### src/rtl/mul_datapath_pkg.sv
// Default operand/product widths for the repeated-addition multiplier datapath.
// The macros are guarded so the defaults can be overridden before this file is read.
`ifndef MUL_DATAPATH_DEFS
`define MUL_DATAPATH_DEFS
`define MUL_DP_WIDTH 16
`define MUL_DP_PWIDTH 16
`endif

package mul_datapath_pkg;
    localparam int DEF_WIDTH  = `MUL_DP_WIDTH;
    localparam int DEF_PWIDTH = `MUL_DP_PWIDTH;
endpackage

### src/rtl/mul_dp_reg.sv
// Parameterized register with synchronous clear and load; clear wins over load.
module mul_dp_reg #(
    parameter int W = 16
) (
    input  logic         clock,
    input  logic         reset,
    input  logic         clr,
    input  logic         ld,
    input  logic [W-1:0] d,
    output logic [W-1:0] q
);

    // if/else decode so an X on clr with ld=0 leaves q holding in simulation
    always_ff @(posedge clock or posedge reset) begin
        if (reset) begin
            q <= '0;
        end else if (clr) begin
            q <= '0;
        end else if (ld) begin
            q <= d;
        end
    end

endmodule

### src/rtl/mul_datapath.sv
// Repeated-addition multiplier datapath: operand A, saturating down-counter B,
// accumulator P with sticky carry-out flag. Sequencing belongs to the controller.
module mul_datapath
    import mul_datapath_pkg::*;
#(
    parameter int WIDTH  = DEF_WIDTH,
    parameter int PWIDTH = DEF_PWIDTH
) (
    input  logic              clock,
    input  logic              reset,
    input  logic [WIDTH-1:0]  data_in,
    input  logic              ldA,
    input  logic              ldB,
    input  logic              ldP,
    input  logic              clrP,
    input  logic              decB,
    output logic              eqz,
    output logic [PWIDTH-1:0] product,
    output logic              ovf
);

    localparam int SW = PWIDTH + 1;

    logic [WIDTH-1:0]  a_q;
    logic [WIDTH-1:0]  b_q;
    logic [PWIDTH-1:0] p_q;
    logic [SW-1:0]     sum;
    logic              carry;

    mul_dp_reg #(.W(WIDTH)) u_a (
        .clock (clock),
        .reset (reset),
        .clr   (1'b0),
        .ld    (ldA),
        .d     (data_in),
        .q     (a_q)
    );

    // One extra bit on the adder captures the carry-out for the sticky flag
    assign sum   = SW'(p_q) + SW'(a_q);
    assign carry = sum[PWIDTH];

    mul_dp_reg #(.W(PWIDTH)) u_p (
        .clock (clock),
        .reset (reset),
        .clr   (clrP),
        .ld    (ldP),
        .d     (sum[PWIDTH-1:0]),
        .q     (p_q)
    );

    always_ff @(posedge clock or posedge reset) begin
        if (reset) begin
            ovf <= 1'b0;
        end else if (clrP) begin
            ovf <= 1'b0;
        end else if (ldP) begin
            ovf <= ovf | carry;
        end
    end

    // Down-counter saturates at zero so a stray decrement never wraps to all-ones
    always_ff @(posedge clock or posedge reset) begin
        if (reset) begin
            b_q <= '0;
        end else if (ldB) begin
            b_q <= data_in;
        end else if (decB && (b_q != '0)) begin
            b_q <= b_q - WIDTH'(1);
        end
    end

    assign eqz     = (b_q == '0);
    assign product = p_q;

endmodule

### config.mk
export PLATFORM = sky130hd
export DESIGN_NAME = mul_datapath
export DESIGN_NICKNAME = d
export VERILOG_FILES = /design/src/rtl/mul_datapath_pkg.sv /design/src/rtl/mul_dp_reg.sv /design/src/rtl/mul_datapath.sv
export SDC_FILE = /design/constraint.sdc
export NUM_CORES = 1
export LEC_CHECK = 0
export ABC_AREA = 1
export BUFFER_PORTS_ARGS = -buffer_cell sky130_fd_sc_hd__buf_2
export CAP_MARGIN = 5
export CORE_ASPECT_RATIO = 0.9
export CORE_MARGIN = 2
export CORE_UTILIZATION = 50
export CTS_CLUSTER_SIZE = 25
export DETAILED_ROUTE_END_ITERATION = 16
export GPL_ROUTABILITY_DRIVEN = 0
export GPL_TIMING_DRIVEN = 0
export PLACE_DENSITY = 0.78
export SETUP_SLACK_MARGIN = 0.3
export SYNTH_ARGS = -nofsm -noshare
export SYNTH_HDL_FRONTEND = slang
export SYNTH_HIERARCHICAL = 1
export SYNTH_SLANG_ARGS = --single-unit
### constraint.sdc
create_clock -name clock -period 2.4 [get_ports clock]
set_input_delay 0.48 -clock clock [delete_from_list [all_inputs] [get_ports clock]]
set_output_delay 0.48 -clock clock [all_outputs]
set_load 0.05 [all_outputs]
==> results.cfg <==
[floorplanning]
die_area_sq_um = 7410
die_h_microns = 81.9
pin_count = 41
die_w_microns = 90.5
rows = 28
fp.coreArea_sq_um = 6550
start_util_pct = 51.4

[clocking]
cts.sinks = 49
post_cts_buffers = 0
ctsHoldBuffers = 0
cts-buffers-inserted = 5
htree_levels = 2
clockRootBuffer = clkbuf_8
clockBufferDepth = 2
cts_tree = built
clock_latency_ns = 0.30
clkSlewWorstSetupHoldPaths_ns = 0.09

[timing]
fmax_ghz = 0.495
post-route-period-util_pct = 84.1
hold_viol_final = 0
finalSetupViolations = 0
rsz0062_at_grt = true
drv_slew = 0
tightest_slew_ns = 0.700
relSlewSlack_pct = 53.3
setup_tns_ns = 0
period_minus_slack_ns = 2.02
hold_ws_ns = 0.269
clock-skew-final_ns = 0.00376

[critical_path]
path_class = reg2out
worstPathArrival_ns = 1.54
r2r_cells = 12
end_kind = primary output
reg2reg_slack_ns = 0.47
r2r_start = u_p/q[0]
r2r_end = u_p/q[14]
required_ns = 1.92
cp-start-kind = flop
cp_max_fo = 5

[logic_synthesis]
synthArstFlopShare_pct = 100
synth_edf_count = 0
synth_top_flop_cell = dfrtp_1
ys_warn_count = 6
syn-cell-area_sq_um = 3370
synth.distinct_cells = 29
synth-seq-area-share_pct = 36.4
synth_area_leaders = dfrtp_1 (36%), nand2_1 (19%), nand3_1 (11%)
synth_top_area_share_pct = 36.4
yosysTopAreaCell = dfrtp_1
netlist_instances = 473
synth_seq_cells = 49
avgSynthCellArea_sq_um = 7.12

[placement]
dpl_cell_area_sq_um = 3670
place.detailed.hpwl_microns = 6260
portBuffers = 38

[grt]
grt_overflow = 0
grt_pass1_vias = 2850
antenna_found_initial = 0
grt_pass1_wl_microns = 13400
grt_usage_pct = 22.5
grt_start_max_net_pins = 18

[worst_hold_path]
hp-class = in2async

[layout]
drive_above_1_share_pct = 15.6
finish.instance_area_sq_um = 3770
areaGrowthSynthToFinish_pct = 12.0
final_core_util_pct = 57.5
insertedDiodeCount = 0
fin_nets = 561

[run_status]
status = complete, no violations

[detailed_routing]
dr.pass1.iters = 5
wl_per_cell_microns = 13.1
vias = 3211
drc = 0
wirelength_microns = 7980
drtAntennaViolNets = 0
viasPerCell = 5.26
drt_iter0_drc = 270

[pwr]
power.density_nw_per_um2 = 519
ir_worst_vdd_uv = 320
power_leakage_nw = 2.15

[run]
maxCapViolations = 0
[power by group]
group | switching, mW | internal, mW
Clock | 0.271 | 0.208
Sequential | 0.0729 | 0.892
Combinational | 0.337 | 0.174
Total | 0.682 | 1.27
[metrics by stage]
step	power, mW	instances	setup WS (ns)
after floorplan	1.35	474	0.353
after global placement	1.47	602	0.442
after detailed placement	1.48	602	0.417
after CTS	1.96	610	0.314
after global routing	2.07	610	0.282
final	1.96	610	0.381
[synth_stat cells, types with 3 or more instances]
library cell	number
a21oi_1	16
buf_2	5
buf_4	3
buf_6	5
dfrtp_1	49
ha_1	18
inv_1	39
nand2_1	171
nand3_1	75
nand4_1	3
nor2_1	31
nor2_2	4
nor3_1	4
o21ai_0	10
o21ai_2	5
or2_2	3
xnor2_1	4
xor2_1	13
[worst max-delay path, cell delays in order (launching register included)]
cell	delay (ns)
dfrtp_1	0.39
inv_2	0.10
ha_1	0.16
nand2_1	0.07
nor3_2	0.13
nand3_2	0.13
inv_1	0.07
buf_4	0.19
[kinds of logic after synthesis]
group | count (synthesis) | share of synthesized area (%)
AO/OA/AOI/OAI | 33 | 5.61
XOR/XNOR | 17 | 4.42
adder cells (fa/ha/maj) | 19 | 7.28
buffers and inverters | 55 | 7.77
flip-flops | 49 | 36.4
other | 1 | 0.111
AND/OR/NAND/NOR | 299 | 38.4
[state kept, by name, indices dropped and copies added, names as in the netlist]
signal	count
u_p/q	16
u_a/q	16
b_q	16
ovf	1
[per-layer routing]
layer	GRT usage, %	vias to the layer above	wire length (microns)
li1	-	1611	-
met1	33.6	1476	4000
met2	34.9	115	3440
met3	3.49	9	466
met4	4.15	0	67
met5	0	-	0
[worst max path at each step]
stage,slack [ns],start,to,cells past startpoint
after detailed placement,0.42,u_p/q[0],u_p/q[12],10
after global placement,0.44,u_p/q[0],u_p/q[12],10
after CTS,0.31,b_q[1],eqz,7
after global routing,0.28,b_q[0],eqz,7
final,0.38,b_q[0],eqz,7
after floorplan,0.35,u_p/q[0],u_p/q[12],10
[placed cells by master, fill, tap and decap left out, types with 2 or more instances in the layout]
cell,count
buf_6,5
a21oi_1,15
clkbuf_1,4
nor2_4,2
ha_1,17
inv_2,4
inv_1,37
o21ai_2,5
clkbuf_8,5
nor2_1,31
xnor2_1,4
nor2_2,4
nor3_1,3
nand4_1,3
buf_2,42
nand2_1,170
buf_4,4
xor2_1,13
conb_1,2
nand3_1,75
dfrtp_1,49
o21ai_0,10
nand3b_1,2
nand2_4,2
or2_2,3
[what timing repair did]
| item | in CTS | in global routing |
|---|---|---|
| hold endpoints to repair | 0 | 0 |
| gates resized for setup | 2 | 5 |
| setup endpoints to repair | 1 | 3 |
| pin swaps | 0 | 0 |
| gates cloned | 0 | 0 |
[cell type report]
class                   instances  area, sq um
plain buffers                  14          108
clock buffers                   8         80.1
fillers                       625         2780
inverters                      41          154
multi-input cells             370         1900
flip-flops and latches         49         1230
well taps                      90          113
repair buffers                 38          193
Note: power is estimated with default switching activity, not from simulation.
